[src/rtl/ccu_ctrl_pkg.sv]
// Shared types for the cache-side ACE snoop responder: update ops, CR bit map,
// snoop encodings, AC/CR/CD channel structs and the snoop decision function.
package ccu_ctrl_pkg;

    localparam int unsigned AceAddrWidth = 64;
    localparam int unsigned AceDataWidth = 64;
    localparam int unsigned CrRespWidth  = 5;

    typedef enum logic [1:0] {
        UPD_NONE       = 2'd0,
        UPD_CLEAN      = 2'd1,
        UPD_DOWNGRADE  = 2'd2,
        UPD_INVALIDATE = 2'd3
    } cache_update_e;

    localparam int unsigned CrDataTransfer = 0;
    localparam int unsigned CrError        = 1;
    localparam int unsigned CrPassDirty    = 2;
    localparam int unsigned CrIsShared     = 3;
    localparam int unsigned CrWasUnique    = 4;

    localparam logic [3:0] SNP_READ_ONCE      = 4'b0000;
    localparam logic [3:0] SNP_READ_SHARED    = 4'b0001;
    localparam logic [3:0] SNP_READ_CLEAN     = 4'b0010;
    localparam logic [3:0] SNP_READ_NSD       = 4'b0011;
    localparam logic [3:0] SNP_READ_UNIQUE    = 4'b0111;
    localparam logic [3:0] SNP_CLEAN_SHARED   = 4'b1000;
    localparam logic [3:0] SNP_CLEAN_INVALID  = 4'b1001;
    localparam logic [3:0] SNP_MAKE_INVALID   = 4'b1101;

    typedef struct packed {
        logic [AceAddrWidth-1:0] addr;
        logic [3:0]              snoop;
    } ace_ac_t;

    typedef struct packed {
        logic [AceDataWidth-1:0] data;
        logic                    last;
    } ace_cd_t;

    typedef struct packed {
        logic    ac_valid;
        ace_ac_t ac;
        logic    cr_ready;
        logic    cd_ready;
    } ace_snoop_req_t;

    typedef struct packed {
        logic                   ac_ready;
        logic                   cr_valid;
        logic [CrRespWidth-1:0] cr_resp;
        logic                   cd_valid;
        ace_cd_t                cd;
    } ace_snoop_resp_t;

    typedef struct packed {
        logic [CrRespWidth-1:0] cr_resp;
        cache_update_e          upd_op;
    } snoop_decision_t;

    // Misses and unrecognised encodings answer with an all-zero CR and leave the line alone.
    function automatic snoop_decision_t snoop_decide(input logic [3:0] snoop,
                                                     input logic       hit,
                                                     input logic       dirty,
                                                     input logic       shared);
        snoop_decision_t d;
        logic            dt;
        logic            pd;
        logic            is_sh;
        logic            known;
        d.cr_resp = '0;
        d.upd_op  = UPD_NONE;
        dt        = 1'b0;
        pd        = 1'b0;
        is_sh     = 1'b0;
        known     = 1'b1;
        case (snoop)
            SNP_READ_ONCE: begin
                dt    = 1'b1;
                is_sh = 1'b1;
            end
            SNP_READ_SHARED, SNP_READ_CLEAN, SNP_READ_NSD: begin
                dt       = 1'b1;
                pd       = dirty;
                is_sh    = 1'b1;
                d.upd_op = UPD_DOWNGRADE;
            end
            SNP_READ_UNIQUE: begin
                dt       = 1'b1;
                pd       = dirty;
                d.upd_op = UPD_INVALIDATE;
            end
            SNP_CLEAN_INVALID: begin
                dt       = dirty;
                pd       = dirty;
                d.upd_op = UPD_INVALIDATE;
            end
            SNP_CLEAN_SHARED: begin
                dt       = dirty;
                pd       = dirty;
                is_sh    = 1'b1;
                d.upd_op = dirty ? UPD_CLEAN : UPD_NONE;
            end
            SNP_MAKE_INVALID: begin
                d.upd_op = UPD_INVALIDATE;
            end
            default: known = 1'b0;
        endcase
        if (hit && known) begin
            d.cr_resp[CrDataTransfer] = dt;
            d.cr_resp[CrError]        = 1'b0;
            d.cr_resp[CrPassDirty]    = pd;
            d.cr_resp[CrIsShared]     = is_sh;
            d.cr_resp[CrWasUnique]    = ~shared;
        end else begin
            d.cr_resp = '0;
            d.upd_op  = UPD_NONE;
        end
        return d;
    endfunction

endpackage

[src/rtl/ccu_snoop_responder.sv]
// ACE snoop responder: one AC snoop at a time, dcache lookup, optional state
// update, then CR response and (when DataTransfer) the buffered line as CD beats.
module ccu_snoop_responder
    import ccu_ctrl_pkg::*;
#(
    parameter int unsigned DcacheLineWidth = 128,
    parameter int unsigned AxiDataWidth    = 64,
    parameter int unsigned AddrWidth       = 64,
    parameter type         snoop_req_t     = ace_snoop_req_t,
    parameter type         snoop_resp_t    = ace_snoop_resp_t
) (
    input  logic                       clk_i,
    input  logic                       rst_ni,
    input  snoop_req_t                 snoop_req_i,
    output snoop_resp_t                snoop_resp_o,
    output logic                       lookup_req_o,
    output logic [AddrWidth-1:0]       lookup_addr_o,
    input  logic                       lookup_gnt_i,
    input  logic                       lookup_valid_i,
    input  logic                       lookup_hit_i,
    input  logic                       lookup_dirty_i,
    input  logic                       lookup_shared_i,
    input  logic [DcacheLineWidth-1:0] lookup_data_i,
    output logic                       update_req_o,
    output logic [1:0]                 update_op_o,
    input  logic                       update_gnt_i
);

    localparam int unsigned DcacheLineWords = DcacheLineWidth / AxiDataWidth;
    localparam int unsigned BeatWidth       = $clog2(DcacheLineWords);
    localparam int unsigned LineOffWidth    = $clog2(DcacheLineWidth / 8);
    localparam logic [BeatWidth-1:0] LastBeat = BeatWidth'(DcacheLineWords - 1);
    localparam logic [AddrWidth-1:0] LineMask = (AddrWidth'(1) << LineOffWidth) - AddrWidth'(1);

    localparam logic [2:0] ST_IDLE      = 3'd0;
    localparam logic [2:0] ST_LOOKUP    = 3'd1;
    localparam logic [2:0] ST_WAIT_DATA = 3'd2;
    localparam logic [2:0] ST_UPDATE    = 3'd3;
    localparam logic [2:0] ST_SEND_CR   = 3'd4;
    localparam logic [2:0] ST_SEND_CD   = 3'd5;

    logic [2:0]                 state_reg;
    logic [2:0]                 state_next;
    logic [BeatWidth-1:0]       beat_reg;
    logic [BeatWidth-1:0]       beat_next;
    logic [3:0]                 snoop_reg;
    logic [AddrWidth-1:0]       addr_reg;
    logic [CrRespWidth-1:0]     cr_resp_reg;
    cache_update_e              upd_op_reg;
    logic [DcacheLineWidth-1:0] line_reg;

    logic                       ac_ready;
    logic                       ac_hs;
    logic                       capture;
    logic                       cd_last;
    snoop_decision_t            decision;
    logic [AxiDataWidth-1:0]    line_words [DcacheLineWords];

    for (genvar gi = 0; gi < DcacheLineWords; gi++) begin : g_line_words
        assign line_words[gi] = line_reg[gi*AxiDataWidth +: AxiDataWidth];
    end

    // Gated by rst_ni so no snoop can be accepted while the block is held in reset.
    assign ac_ready = (state_reg == ST_IDLE) && rst_ni;
    assign ac_hs    = snoop_req_i.ac_valid && ac_ready;
    assign capture  = (state_reg == ST_WAIT_DATA) && lookup_valid_i;
    assign cd_last  = (beat_reg == LastBeat);

    always_comb begin
        decision = snoop_decide(snoop_reg, lookup_hit_i, lookup_dirty_i, lookup_shared_i);
    end

    always_comb begin
        state_next = state_reg;
        beat_next  = beat_reg;
        case (state_reg)
            ST_IDLE: begin
                if (ac_hs) begin
                    state_next = ST_LOOKUP;
                end
            end
            ST_LOOKUP: begin
                if (lookup_gnt_i) begin
                    state_next = ST_WAIT_DATA;
                end
            end
            ST_WAIT_DATA: begin
                if (lookup_valid_i) begin
                    state_next = (decision.upd_op != UPD_NONE) ? ST_UPDATE : ST_SEND_CR;
                end
            end
            ST_UPDATE: begin
                if (update_gnt_i) begin
                    state_next = ST_SEND_CR;
                end
            end
            ST_SEND_CR: begin
                if (snoop_req_i.cr_ready) begin
                    if (cr_resp_reg[CrDataTransfer]) begin
                        state_next = ST_SEND_CD;
                        beat_next  = '0;
                    end else begin
                        state_next = ST_IDLE;
                    end
                end
            end
            ST_SEND_CD: begin
                if (snoop_req_i.cd_ready) begin
                    beat_next = cd_last ? '0 : beat_reg + 1'b1;
                    if (cd_last) begin
                        state_next = ST_IDLE;
                    end
                end
            end
            default: state_next = ST_IDLE;
        endcase
    end

    // Line is buffered at lookup time, so a later invalidate cannot disturb the CD beats.
    always_ff @(posedge clk_i or negedge rst_ni) begin
        if (!rst_ni) begin
            state_reg   <= ST_IDLE;
            beat_reg    <= '0;
            snoop_reg   <= '0;
            addr_reg    <= '0;
            cr_resp_reg <= '0;
            upd_op_reg  <= UPD_NONE;
            line_reg    <= '0;
        end else begin
            state_reg <= state_next;
            beat_reg  <= beat_next;
            if (ac_hs) begin
                snoop_reg <= snoop_req_i.ac.snoop;
                addr_reg  <= snoop_req_i.ac.addr[AddrWidth-1:0];
            end
            if (capture) begin
                cr_resp_reg <= decision.cr_resp;
                upd_op_reg  <= decision.upd_op;
                line_reg    <= lookup_data_i;
            end
        end
    end

    assign lookup_req_o  = (state_reg == ST_LOOKUP);
    assign lookup_addr_o = addr_reg & ~LineMask;
    assign update_req_o  = (state_reg == ST_UPDATE);
    assign update_op_o   = upd_op_reg;

    always_comb begin
        snoop_resp_o          = '0;
        snoop_resp_o.ac_ready = ac_ready;
        snoop_resp_o.cr_valid = (state_reg == ST_SEND_CR);
        snoop_resp_o.cr_resp  = cr_resp_reg;
        snoop_resp_o.cd_valid = (state_reg == ST_SEND_CD);
        snoop_resp_o.cd.data  = line_words[beat_reg];
        snoop_resp_o.cd.last  = cd_last;
    end

endmodule

[config.mk]
export PLATFORM = sky130hd
export DESIGN_NAME = ccu_snoop_responder
export DESIGN_NICKNAME = d
export VERILOG_FILES = /design/src/rtl/ccu_ctrl_pkg.sv /design/src/rtl/ccu_snoop_responder.sv
export SDC_FILE = /design/constraint.sdc
export NUM_CORES = 1
export LEC_CHECK = 0
export ABC_AREA = 1
export BUFFER_PORTS_ARGS = -buffer_cell sky130_fd_sc_hd__buf_2
export CAP_MARGIN = 15
export CORE_UTILIZATION = 30
export DETAILED_ROUTE_END_ITERATION = 10
export GPL_ROUTABILITY_DRIVEN = 0
export PLACE_DENSITY_LB_ADDON = 0.3
export SLEW_MARGIN = 40
export SYNTH_ARGS = -nofsm -noshare
export SYNTH_HDL_FRONTEND = slang
export SYNTH_SLANG_ARGS = --single-unit
[constraint.sdc]
create_clock -name clk_i -period 1.55 [get_ports clk_i]
set_clock_uncertainty 0.1 [all_clocks]
set_input_delay 0.0775 -clock clk_i [delete_from_list [all_inputs] [get_ports clk_i]]
set_output_delay 0.0775 -clock clk_i [all_outputs]
set_load 0.02 [all_outputs]
======== After elaboration in Yosys (flattened, before gate mapping) ========
Cells that the tools add are included.
word-level totals
  output and inout port bits .............. 141
  register bits after elaboration ......... 207
  logic and storage cells ................. 74
  bits of input ports ..................... 207
operators by class
  $add $sub $neg .......................... 1
  muxes and demuxes ....................... 26
  eq/ne operators ......................... 20
  reductions and logical operators ........ 17
  order comparisons ....................... 1
  bitwise gates (word level) .............. 2
operator list
  kind                number
  $mux 64             3
  $mux 3              9
  $pmux 3 s6          1
  $eq 4x4->1 const B  3
  $reduce_or 5->1     2
  $eq 4x2->1 const B  2
  $mux 1              8
  $ne 2x1->1 const B  4
  $ne 2x2->1 const B  4
  $reduce_or 8->1     1
  $reduce_and 7->1    1
  $eq 3x2->1 const B  2
  $eq 3x3->1 const B  2
  $pmux 2 s3          1
  $reduce_or 3->1     2
  $reduce_or 6->1     1
  $mux 5              1
  $eq 4x1->1 const B  1
  $eq 4x3->1 const B  1
  $logic_and 1x1->1   4
  $logic_not 4->1     1
  $pmux 1 s2          2
  $reduce_and 4->1    1
  $reduce_bool 2->1   2
  8 further kinds     8

======== Longest topological paths before layout ========
  depth after elaboration ................. 9
  gate-level depth with buffers ........... 11
  depth with buffers taken out ............ 11

======== Worst setup path before layout ========
OpenSTA, ideal clock, no wires.
  kind .................................... reg2reg
  start ................................... register state_reg[0]
  end ..................................... register addr_reg[4]
  stages on the path, launching flop included .. 8
  path slack .............................. -54 ps
  arrival ................................. 1379 ps
  library setup time ...................... 125 ps
  cell sequence ........................... dfrtp_1 > nor2_4 > nand2_2 > nor2_4 > nand2_2 > buf_6 > buf_6 > mux2_4
between the ends
  word-level cells in the longest chain between the ends .. 3
ends and longest elaborated chain
  what                    line                        RTL
  start, declared         ccu_snoop_responder.sv:42   logic [2:0] state_reg;
  start signal, assigned  ccu_snoop_responder.sv:130  state_reg <= state_next;
  $logic_not 3->1         ccu_snoop_responder.sv:64   assign ac_ready = (state_reg == ST_IDLE) && rst_ni;
  $logic_and 1x1->1       ccu_snoop_responder.sv:64
  net ac_ready            ccu_snoop_responder.sv:52   logic ac_ready;
  $logic_and 1x1->1       ccu_snoop_responder.sv:65   assign ac_hs = snoop_req_i.ac_valid && ac_ready;
  end signal, assigned    ccu_snoop_responder.sv:134  addr_reg <= snoop_req_i.ac.addr[AddrWidth-1:0];
  end, declared           ccu_snoop_responder.sv:47   logic [AddrWidth-1:0] addr_reg;
The timed path passes the listed nets, and every way through them passes these cells.
A chain may end at the register's enable or synchronous reset.

======== Final worst setup path ========
  start ................................... register state_reg[2]
  end ..................................... register line_reg[109]
between the ends
  word-level cells in the longest chain between the ends .. 2
ends and longest elaborated chain
  what                  line                        RTL
  $eq 3x2->1            ccu_snoop_responder.sv:66   assign capture = (state_reg == ST_WAIT_DATA) && lookup_valid_i;
  $logic_and 1x1->1     ccu_snoop_responder.sv:66
  end signal, assigned  ccu_snoop_responder.sv:139  line_reg <= lookup_data_i;
  end, declared         ccu_snoop_responder.sv:50   logic [DcacheLineWidth-1:0] line_reg;
No other way between the ends.

==> flow_summary_export.csv <==
group,metric,value,unit
power_and_ir_drop,comb_power_share,0.499,
drt,num_vias,9262,
clocking,clock_path_buffers,3,
synth,netlist.area_leader.share,0.576,
placed_design,io_buffers,338,
clocking,clock_latency,0.53,ns
timing,maxSlewViolCount,0,
worst_setup_path,startpoint,"state_reg[2]$_DFFE_PN0P_",
timing,slew_headroom,0.485,
final_layout,drive_gt1_frac,0.437,
final_layout,final_nets,1839,
worst_hold_path,whs_endpoint,"state_reg[2]$_DFFE_PN0P_",
timing,final.setup.worst_slack,-0.301,ns
synth,netlist_area,0.00877,mm²
drt,dr.pass1.iters,5,
worst_setup_path,required,1.85,ns
synth,synthArstFlopShare,1.00,
floorplanning,die_h,173,µm
final_layout,largest_register_ffs,128,
drt,drc,0,
power_and_ir_drop,p_int,19.0,mW
power_and_ir_drop,power.leakage,8.60,nW
drt,detail_route.wl_per_cell,16.9,µm
synth,ys_seq_area_frac,0.576,
worst_setup_path,critPathKind,"reg2reg",
drt,via_per_inst,4.55,
synth,syn-instance-count,1007,
global_routing,gr-usage-all-layers,0.221,
power_and_ir_drop,powerDensity,1900,mW/mm²
global_routing,grt-ovfl-total,0,
floorplanning,dieArea,0.0299,mm²
timing,fin_crit,1.85,ns
timing,period_share,1.19,
power_and_ir_drop,pwr-share-seq,0.302,
clocking,cts_root_buffer,"clkbuf_16",
clocking,cts_max_level,1,
final_layout,layout_common_cells,"nand2_1 (469), buf_2 (268), dfrtp_1 (200)",
drt,ant_nets,0,
clocking,cts-buffers-inserted,25,
worst_setup_path,reg2reg_slack,-0.30,ns
synth,synth_edf_count,0,
placed_design,dpl.hpwl,17300,µm
floorplanning,ios,348,
floorplanning,start_util,0.306,
clocking,cts_tree,"built",
timing,finalSetupViolCount,272,
worst_hold_path,hold_path_class,"in2reg",
final_layout,layout_commonest_cell,"nand2_1",
global_routing,grt_pass1_vias,9941,
clocking,clk_pin_slew,0.06,ns
floorplanning,rows,62,
global_routing,grt_first_pass_wirelength,52900,µm
synth,ys_top_cells_by_area,"dfrtp_1 (58%), nand2_1 (26%), mux2_2 (6.2%)",
timing,tightestPinTransition,0.773,ns
clocking,cts_sinks,202,
final_layout,nFillCells,2344,
worst_setup_path,cp.arrival,2.15,ns
run_status,status,"complete, but fails checks",
timing,fmax,540,MHz
worst_setup_path,rr_startpoint,"state_reg[2]$_DFFE_PN0P_",
synth,synth-seq-cells,202,
floorplanning,coreArea,0.0287,mm²
worst_setup_path,endpoint_kind,"flop",
drt,dr.first_iter.drc_count,469,
worst_setup_path,ff2ff_path_depth,11,
final_layout,final_cell_count_no_fill,2035,
synth,yosysTopAreaCell,"dfrtp_1",
run,maxCapViolCount,0,
final_layout,utilization,0.570,
global_routing,grt_max_degree,126,
timing,rsz0062_at_grt,"yes",
worst_hold_path,worstHoldPathCells,9,
power_and_ir_drop,peakVddDrop,1.18,mV
synth,syn_area_per_cell,8.71,µm²
worst_setup_path,worstPathMaxFanout,14,
final_layout,antenna_cells,0,
timing,hold_violations,0,
worst_hold_path,hold_start,"lookup_gnt_i",
power_and_ir_drop,clkPwrFrac,0.199,
synth,synth.distinct_cells,25,
power_and_ir_drop,switchingPower,12.1,mW
placed_design,place_inst,1714,
worst_setup_path,r2r-end,"line_reg[109]$_DFFE_PN0P_",
synth,ys.flop_type,"dfrtp_1",
drt,wirelength,34400,µm
run_status,violations,"negative setup slack",
floorplanning,die_width,173,µm
power_and_ir_drop,switching_share,0.389,
global_routing,antenna_found_initial,0,
final_layout,syn2layout_area_growth,86.5,%
worst_setup_path,startpoint_type,"flop",
synth,ys_warn_count,0,
layout make-up:
type / instances / area (µm²) / area share
timing repair buffer: 650 / 5970 / 0.365
sequential: 202 / 5060 / 0.309
clock inverter: 9 / 128 / 0.00780
multi-input combinational: 732 / 3870 / 0.237
clock buffer: 37 / 751 / 0.0459
inverter: 21 / 105 / 0.00642
tap: 384 / 480 / 0.0294
cell families after synthesis:
group | after synthesis | share of synthesized area
simple gates | 648 | 0.283
buf+inv | 77 | 0.0466
other cells | 1 | 0.000427
compound gates | 19 | 0.0114
flops | 202 | 0.576
mux | 60 | 0.0821
cell usage after synthesis (2+ instances only):
library cell,instances
nand2_1,617
dfrtp_1,202
mux2_2,48
clkbuf_1,19
inv_1,19
buf_2,15
nor2_1,13
mux2_4,12
buf_4,11
o21ai_0,9
buf_6,8
a21oi_1,7
nand3_1,6
buf_1,3
nor2_4,3
a31oi_1,2
inv_2,2
nand2_2,2
nand3b_1,2
nand4_1,2
worst max path at each step:
| stage | endpoint | slack, ns | depth (start not counted) |
|---|---|---|---|
| after detailed placement | cr_resp_reg[2]$_DFFE_PN0P_ | -0.09 | 8 |
| after CTS | snoop_resp_o[5] | -0.29 | 6 |
| final | line_reg[109]$_DFFE_PN0P_ | -0.30 | 11 |
| after floorplan | addr_reg[4]$_DFFE_PN0P_ | -0.04 | 7 |
| after global routing | line_reg[46]$_DFFE_PN0P_ | -0.36 | 11 |
| after global placement | state_reg[0]$_DFFE_PN0P_ | -0.07 | 10 |
timing repair:
item,in CTS,in global routing
pin swaps,46,36
resized for setup,276,130
buffers inserted,36,15
endpoints found under the setup margin,249,272
gates cloned,23,6
hold endpoints to repair,403,0
hold buffers,199,0
per-layer routing:
layer  track usage  vias to the layer above  wire length [µm]
li1              -                     4360                 -
met1         0.268                     4420             13800
met2         0.390                      414             17100
met3        0.0493                       68              2440
met4        0.0660                        0              1040
met5             0                        -                 0
power groups by stage:
stage	Combinational, mW	Sequential, mW	Clock (mW)
final	15.5	9.39	6.18
after global routing	16.6	9.69	6.53
after CTS	14.4	9.16	6.34
after detailed placement	10.6	9.11	0
after global placement	10.5	9.06	0
after floorplan	5.82	9.98	0
metrics by stage:
step           cell area (µm²)  hold WS, ns  TNS, ns  setup WS, ns  total power, mW
6_report                 16400       0.0814   -52.79        -0.301             31.1
4_1_cts                  15800       0.0322   -43.32        -0.285             29.9
3_3_place_gp             11100        0.114    -3.98       -0.0716             19.6
2_1_floorplan             8790       -0.318   -0.421       -0.0380             15.8
3_5_place_dp             11100        0.111    -7.97       -0.0919             19.7
5_1_grt                  16400       0.0945   -71.82        -0.360             32.8
critical path, stage by stage, from the launching register on:
cell	delay, ns
dfrtp_1	0.39
buf_6	0.14
nor2_4	0.10
nand2_4	0.07
nor2_4	0.16
buf_12	0.13
buf_12	0.11
inv_16	0.07
buf_12	0.15
buf_16	0.15
nand2_1	0.07
nand2_1	0.07
Note: power is estimated with default switching activity, not from simulation.
